[config.mk]
export PLATFORM = sky130hd
export DESIGN_NAME = c_shift_sym_fd_v6_0
export DESIGN_NICKNAME = d
export VERILOG_FILES = /design/src/rtl/c_shift_pkg.sv /design/src/rtl/c_shift_fill_sel.sv /design/src/rtl/c_shift_sym_fd_v6_0.sv
export SDC_FILE = /design/constraint.sdc
export NUM_CORES = 1
export LEC_CHECK = 0
export CAP_MARGIN = 15
export CORE_MARGIN = 4
export CORE_UTILIZATION = 60
export DETAILED_ROUTE_END_ITERATION = 12
export DONT_BUFFER_PORTS = 1
export GPL_TIMING_DRIVEN = 1
export PLACE_DENSITY = 0.77
export SETUP_SLACK_MARGIN = 0.2
export SLEW_MARGIN = 20
export SYNTH_ARGS = -nofsm -noshare
export SYNTH_HDL_FRONTEND = slang
export SYNTH_SLANG_ARGS = --single-unit
[constraint.sdc]
create_clock -name CLK -period 1.8 [get_ports CLK]
set_input_delay 0.54 -clock CLK [delete_from_list [all_inputs] [get_ports CLK]]
set_output_delay 0.54 -clock CLK [all_outputs]
set_load 0.03 [all_outputs]
[src/rtl/c_shift_pkg.sv]
// Shared constants, state encoding and helper for the symbol shift register.
package c_shift_pkg;

    // Shift direction selections
    localparam int unsigned SHIFT_LSB_TO_MSB = 0;
    localparam int unsigned SHIFT_MSB_TO_LSB = 1;
    localparam int unsigned SHIFT_BIDIR      = 2;

    // Fill source selections
    localparam int unsigned FILL_ZEROS = 0;
    localparam int unsigned FILL_ONES  = 1;
    localparam int unsigned FILL_LSB   = 2;
    localparam int unsigned FILL_MSB   = 3;
    localparam int unsigned FILL_WRAP  = 4;
    localparam int unsigned FILL_SDIN  = 5;

    typedef enum logic [0:0] {
        StIdle  = 1'b0,
        StShift = 1'b1
    } state_e;

    // Ceiling log2; returns 0 for v <= 1.
    function automatic int unsigned clog2(input int unsigned v);
        int unsigned r;
        r = 0;
        while ((64'd1 << r) < 64'(v)) begin
            r++;
        end
        return r;
    endfunction

endpackage

[src/rtl/c_shift_fill_sel.sv]
// Selects the symbol shifted into the vacated end of the register.
module c_shift_fill_sel
    import c_shift_pkg::*;
#(
    parameter int unsigned C_SYM_WIDTH = 1,
    parameter int unsigned C_FILL_DATA = 5
) (
    input  logic [C_SYM_WIDTH-1:0] sym_hi,   // top symbol of the register
    input  logic [C_SYM_WIDTH-1:0] sym_lo,   // bottom symbol of the register
    input  logic [C_SYM_WIDTH-1:0] sdin,
    input  logic                   dir_l2m,  // latched direction, 1 = lsb_to_msb
    output logic [C_SYM_WIDTH-1:0] fill
);

    // Fill mux; wrap re-inserts the symbol currently leaving the register.
    always_comb begin
        fill = '0;
        case (C_FILL_DATA)
            FILL_ZEROS: fill = '0;
            FILL_ONES:  fill = '1;
            FILL_LSB:   fill = {C_SYM_WIDTH{sym_lo[0]}};
            FILL_MSB:   fill = {C_SYM_WIDTH{sym_hi[C_SYM_WIDTH-1]}};
            FILL_WRAP:  fill = dir_l2m ? sym_hi : sym_lo;
            FILL_SDIN:  fill = sdin;
            default:    fill = '0;
        endcase
    end

endmodule

[src/rtl/c_shift_sym_fd_v6_0.sv]
// Symbol shift register: parallel load via valid/ready, C_SYM_WIDTH bits out per step.
module c_shift_sym_fd_v6_0
    import c_shift_pkg::*;
#(
    parameter int unsigned           C_WIDTH         = 16,
    parameter int unsigned           C_SYM_WIDTH     = 1,
    parameter int unsigned           C_SHIFT_TYPE    = 0,
    parameter int unsigned           C_FILL_DATA     = 5,
    parameter logic [C_WIDTH-1:0]    C_AINIT_VAL     = '0,
    parameter logic [C_WIDTH-1:0]    C_SINIT_VAL     = '0,
    parameter int unsigned           C_SYNC_PRIORITY = 1,
    parameter int unsigned           C_HAS_CE        = 0,
    localparam int unsigned          N_STEPS         = C_WIDTH / C_SYM_WIDTH,
    localparam int unsigned          CNT_W           = (clog2(N_STEPS) < 1) ? 1 : clog2(N_STEPS)
) (
    input  logic                   CLK,
    input  logic                   ARESETN,
    input  logic                   CE,
    input  logic                   SCLR,
    input  logic                   SINIT,
    input  logic                   LSB_2_MSB,
    input  logic [C_WIDTH-1:0]     D,
    input  logic                   LOAD_VALID,
    output logic                   LOAD_READY,
    input  logic [C_SYM_WIDTH-1:0] SDIN,
    input  logic                   SHIFT_EN,
    output logic [C_SYM_WIDTH-1:0] SDOUT,
    output logic                   SDOUT_VALID,
    output logic [C_WIDTH-1:0]     Q,
    output logic [CNT_W-1:0]       COUNT,
    output logic                   DONE
);

    if ((C_WIDTH % C_SYM_WIDTH) != 0 || C_FILL_DATA > FILL_SDIN || C_SHIFT_TYPE > SHIFT_BIDIR)
    begin : g_param_err
        $error("c_shift_sym_fd_v6_0: illegal parameter combination");
    end

    state_e               state_q, state_d;
    logic [C_WIDTH-1:0]   q_q, q_d;
    logic [CNT_W-1:0]     count_q, count_d;
    logic                 done_q, done_d;
    logic                 dir_q, dir_d;      // 1 = lsb_to_msb

    logic                 ce;
    logic                 last;
    logic                 load;
    logic                 step;
    logic                 load_dir;
    logic                 clr_wins;
    logic [C_SYM_WIDTH-1:0] sym_hi, sym_lo, fill;
    logic [C_WIDTH-1:0]   shifted;

    assign ce       = (C_HAS_CE != 0) ? CE : 1'b1;
    assign last     = (count_q == CNT_W'(N_STEPS - 1));
    assign sym_hi   = q_q[C_WIDTH-1 -: C_SYM_WIDTH];
    assign sym_lo   = q_q[C_SYM_WIDTH-1:0];
    assign load_dir = (C_SHIFT_TYPE == SHIFT_BIDIR) ? LSB_2_MSB
                                                    : (C_SHIFT_TYPE == SHIFT_LSB_TO_MSB);
    // SCLR loses to SINIT only when both are asserted and priority is 0.
    assign clr_wins = SCLR & ((C_SYNC_PRIORITY != 0) | ~SINIT);

    // Ready on the final step lets the next word load with no idle cycle.
    assign LOAD_READY = (state_q == StIdle) ? 1'b1 : (SHIFT_EN & last);
    assign load       = LOAD_VALID & LOAD_READY & ce;
    assign step       = (state_q == StShift) & SHIFT_EN & ce;

    c_shift_fill_sel #(
        .C_SYM_WIDTH (C_SYM_WIDTH),
        .C_FILL_DATA (C_FILL_DATA)
    ) u_fill_sel (
        .sym_hi  (sym_hi),
        .sym_lo  (sym_lo),
        .sdin    (SDIN),
        .dir_l2m (dir_q),
        .fill    (fill)
    );

    if (N_STEPS == 1) begin : g_single
        assign shifted = fill;
    end else begin : g_multi
        assign shifted = dir_q ? {q_q[C_WIDTH-C_SYM_WIDTH-1:0], fill}
                               : {fill, q_q[C_WIDTH-1:C_SYM_WIDTH]};
    end

    // Next-state: sync clear/init, then load, then step; everything holds otherwise.
    always_comb begin
        state_d = state_q;
        q_d     = q_q;
        count_d = count_q;
        dir_d   = dir_q;
        done_d  = 1'b0;
        if (SCLR | SINIT) begin
            q_d     = clr_wins ? '0 : C_SINIT_VAL;
            state_d = StIdle;
            count_d = '0;
        end else begin
            done_d = step & last;
            if (load) begin
                q_d     = D;
                count_d = '0;
                dir_d   = load_dir;
                state_d = StShift;
            end else if (step) begin
                q_d = shifted;
                if (last) begin
                    count_d = '0;
                    state_d = StIdle;
                end else begin
                    count_d = count_q + 1'b1;
                end
            end
        end
    end

    // State register with asynchronous abort of the current word.
    always_ff @(posedge CLK or negedge ARESETN) begin
        if (!ARESETN) begin
            state_q <= StIdle;
            q_q     <= C_AINIT_VAL;
            count_q <= '0;
            done_q  <= 1'b0;
            dir_q   <= 1'b1;
        end else begin
            state_q <= state_d;
            q_q     <= q_d;
            count_q <= count_d;
            done_q  <= done_d;
            dir_q   <= dir_d;
        end
    end

    assign Q           = q_q;
    assign SDOUT       = dir_q ? sym_hi : sym_lo;
    assign SDOUT_VALID = (state_q == StShift);
    assign COUNT       = count_q;
    assign DONE        = done_q;

endmodule

-- Word level (Yosys, flattened, before mapping)
Index checks and enable logic that the tools add are counted.
- output and inout port bits: 24
- input bits: 25
- register bits: 22
- equality and inequality tests: 1
- $add $sub $neg: 1
- mux-type cells: 13
- reduce and logical (&&, ||, !) cells: 3
- bitwise operators: 5
- operators with widths (kind ; count):
    16-bit 2-to-1 mux ; 3
    4-bit 2-to-1 mux ; 4
    1-bit 2-to-1 mux ; 6
    3-bit nonzero test ; 2
    4-bit by 1-bit adder with 4-bit output, second input constant ; 1
    1-bit AND ; 4
    4-bit == test, second input constant ; 1
    2-bit AND reduction ; 1
    1-bit bitwise OR ; 1

-- Depth between registers and ports, before layout
- word-level depth: 6
- mapped depth: 7
- mapped depth without buffers: 5

-- Modules after synthesis
From an unflattened synthesis, not the netlist that was laid out.
- cell total of the unflattened synthesis: 110
- area total of the unflattened synthesis: 1123.6 µm²
- modules (own cells, without submodules) (module ; seq. area each (µm²) ; times used ; area each (µm²) ; cells an instance):
    c_shift_sym_fd_v6_0 ; 550.5 ; 1 ; 1116.1 ; 109
    c_shift_fill_sel ; 0.0 ; 1 ; 7.5 ; 1

-- Least setup slack after synthesis
No wires, ideal clock.
- path type: register to register
- start point: reg count_q[0], in the netlist COUNT[0]
- end point: reg q_q[2], in the netlist Q[2]
- path buffers: 2
- cell stages (with the launch flop): 8
- setup slack: -49 ps
- required time: 1679 ps
- arrival time: 1728 ps
- cell sequence: dfrtp_1 > ha_1 > nand4_2 > a21boi_2 > buf_6 > buf_12 > mux2i_1 > o21ai_2
- word-level cells in the longest chain between the ends: 6
- elaborated cells between the ends (all ways): 7
- classes of those cells: eq/ne (1); mux (3); bitwise (2); reduce/logical (1)
- ends and longest elaborated chain (element ; RTL line ; source):
    from (decl) ; c_shift_sym_fd_v6_0.sv:41 ; logic [CNT_W-1:0] count_q, count_d;
    from (signal assigned) ; c_shift_sym_fd_v6_0.sv:127 ; count_q <= count_d;
    4-bit == test (*) ; c_shift_sym_fd_v6_0.sv:55 ; assign last = (count_q == CNT_W'(N_STEPS - 1));
    1-bit AND (*) ; c_shift_sym_fd_v6_0.sv:64 ; assign LOAD_READY = (state_q == StIdle) ? 1'b1 : (SHIFT_EN & last);
    1-bit 2-to-1 mux (*) ; c_shift_sym_fd_v6_0.sv:64 ;
    1-bit AND (*) ; c_shift_sym_fd_v6_0.sv:65 ; assign load = LOAD_VALID & LOAD_READY & ce;
    16-bit 2-to-1 mux ; c_shift_sym_fd_v6_0.sv:99 ; if (load) begin
    16-bit 2-to-1 mux ; c_shift_sym_fd_v6_0.sv:93 ; if (SCLR | SINIT) begin
    to (signal assigned) ; c_shift_sym_fd_v6_0.sv:126 ; q_q <= q_d;
    to (decl) ; c_shift_sym_fd_v6_0.sv:40 ; logic [C_WIDTH-1:0] q_q, q_d;
Mark *: on every way between the ends. The rest lies on a longest branch, timed or not.
A chain may end at the register's enable or synchronous reset.

-- Worst setup path after layout
- start point: reg count_q[0], in the netlist COUNT[0]
- end point: reg q_q[1], in the netlist Q[1]
Same word-level chain as after synthesis.

==> reports/results.ini <==
[status]
status=complete, no violations

[critical_path]
arrival_ns=1.93
critPathBufInv=2
crit_slowest_cell=dfrtp_2
cp_top_family=flip-flops
worstSetupPathType=flip-flop to flip-flop
critPathMaxStageDelay_ns=0.41
end_kind=flip-flop
worstPathRequired_ns=2.00
crit_chain=ha_4 > nand4_4 > buf_6 > a21boi_4 > clkbuf_16 > mux2i_2 > o21ai_1
startpoint_type=flip-flop
worst-path-max-fanout=5

[synth]
synth_cell_types=29
syn-cell-area_um2=1120
synth_fp_nets=135
synth-seq-cells=22
synth_top_area_share_pct=49.2
synth-seq-area-share_pct=49.2
netlist_instances=109
synthArstFlopShare_pct=100
synthTopCellsByArea=dfrtp_1 (49%), mux2i_1 (14%), nand2_1 (7.4%), o21ai_1 (4.5%), o21ai_0 (3.6%)
yosysWarnings=0
synth_edf_count=0
avgSynthCellArea_um2=10.3
ys.flop_type=dfrtp_1
synth_common_cells=dfrtp_1 (22), nand2_1 (22), mux2i_1 (16)
yosys.area.top_type=dfrtp_1

[clock_network]
cts_tree=built
clk_latency_ns=0.30
clock-sinks=22
htreeDepth=1
cts.clk_slew.worst_paths_ns=0.12
root_buffer=clkbuf_4
cts_buffers=3
clock_path_buffers=2

[sta]
holdWs_ns=0.330
finalSetupViolCount=0
tns_ns=0
fin_crit_sh_pct=96.1
worst_pin_slew_ns=0.950
rsz0062_at_grt=true
hold_viol=0
max_freq_mhz=578
slew_violations=0
maxSlewHeadroom_pct=36.7
worst_clock_skew_ns=0.000684
layout_min_cycle_time_ns=1.73

[route]
wl_per_cell_um=18.3
avgViaCountPerCell=5.96
drc=0
drtPass1Iterations=4
vias=864
ant_nets=0
wl_mm=2.65
drt_iter0_markers=8

[floorplanning]
dieHeight_um=51.2
fp.dieW_um=51.2
num_rows=15
coreArea_um2=1750
pin_count=49
die-area_um2=2620
start_util_pct=64.2

[power]
power.total_w=0.00103
max-vdd-ir-drop_mv=0.631
p_leak_nw=0.602
power.density_nw_per_um2=761

[global_routing]
antenna_found_initial=0
grt_use_total_pct=20.5
grt_pass1_wl_mm=3.99
overflow=0
grt_max_degree=23
grt_pass1_vias=903

[finish]
nets=147
final_area_um2=1350
area_delta_synth_final_pct=20.3
n_antenna_cell=0
drive_gt1_share_pct=26.7

[place]
place_area_um2=1180
gp_congestion=0.806
portBuffers=0
place_hpwl_mm=1.65

[hold_path]
hold_class=primary input to flip-flop

[flow_run]
cap_violations=0

[power by group]
part           switching, W  internal [W]  leakage (nW)
registers         0.0000306      0.000504         0.298
logic             0.0000620     0.0000553         0.276
clock network      0.000148      0.000225        0.0279
total              0.000241      0.000784         0.602
[cell families after synthesis]
kind of cell / synth area share [%]
AOI/OAI and AO/OA: 12.3
adders and majority gates: 1.12
buffers and inverters: 6.93
DFF: 49.2
muxes: 15.3
and+or+nand+nor: 15.2
[layout make-up]
cell class	instances	area [um2]
clock buffer	3	22.5
fill	120	398
tap	25	31.3
inverter	1	3.75
clock inverter	1	30.0
sequential	22	556
timing repair buffer	15	169
multi-input combinational	78	536
[flip-flops by register name, summed over array words and instances, names as in the netlist]
signal and flops:
SDOUT_VALID 1, COUNT 4, DONE 1, Q 16
[final timing paths]
kind | slack (ns) | cells after the start | to | from
max | 0.07 | 7 | Q[1] | COUNT[0]
min | 0.33 | 1 | COUNT[3] | LOAD_VALID
max reg2reg | 0.07 | 7 | Q[1] | COUNT[0]
min reg2reg | 0.64 | 2 | DONE | COUNT[3]
max in group asynchronous | 0.72 | 1 | SDOUT_VALID | ARESETN
min in group asynchronous | 0.44 | 1 | DONE | ARESETN
[layout by cell type (no fill, tap or decap), drive strengths merged]
| cell type | instances |
|---|---|
| nand4 | 2 |
| a21oi | 2 |
| mux2i | 16 |
| clkbuf | 5 |
| dfrtp | 22 |
| nor4 | 1 |
| a211o | 1 |
| buf | 12 |
| a21boi | 1 |
| inv | 1 |
| nand2 | 22 |
| bufinv | 1 |
| or2b | 1 |
| nand3 | 3 |
| a221oi | 1 |
| o21ai | 19 |
| nor4b | 1 |
| ha | 1 |
| nor3 | 1 |
| dlymetal6s4s | 1 |
| or3 | 1 |
| or2 | 1 |
| nor2 | 3 |
| mux2 | 1 |
[metal layers]
layer / part of all wire, % / GRT usage, % / vias up
met3: 7.3 / 5.25 / 2
met1: 40 / 21.7 / 424
li1: - / - / 402
met2: 52 / 38.2 / 36
met5: 0 / 0 / -
met4: 0.49 / 8.07 / 0
[metrics by stage]
stage                     setup WS (ns)  util (%)  cells
after detailed placement          0.264      67.7    135
after floorplan                   0.172         -    109
after CTS                         0.114      72.5    142
after global routing          0.0000657      77.2    145
final                            0.0703      77.2    145
after global placement            0.305      67.7    135
[what timing repair did]
item	CTS	global route
endpoints found under the hold margin	22	0
buffers inserted	2	1
pin swaps	3	3
endpoints found under the setup margin	1	25
resized for setup	2	7
hold buffers	1	0
gates cloned	0	2
Note: power is estimated with default switching activity, not from simulation.
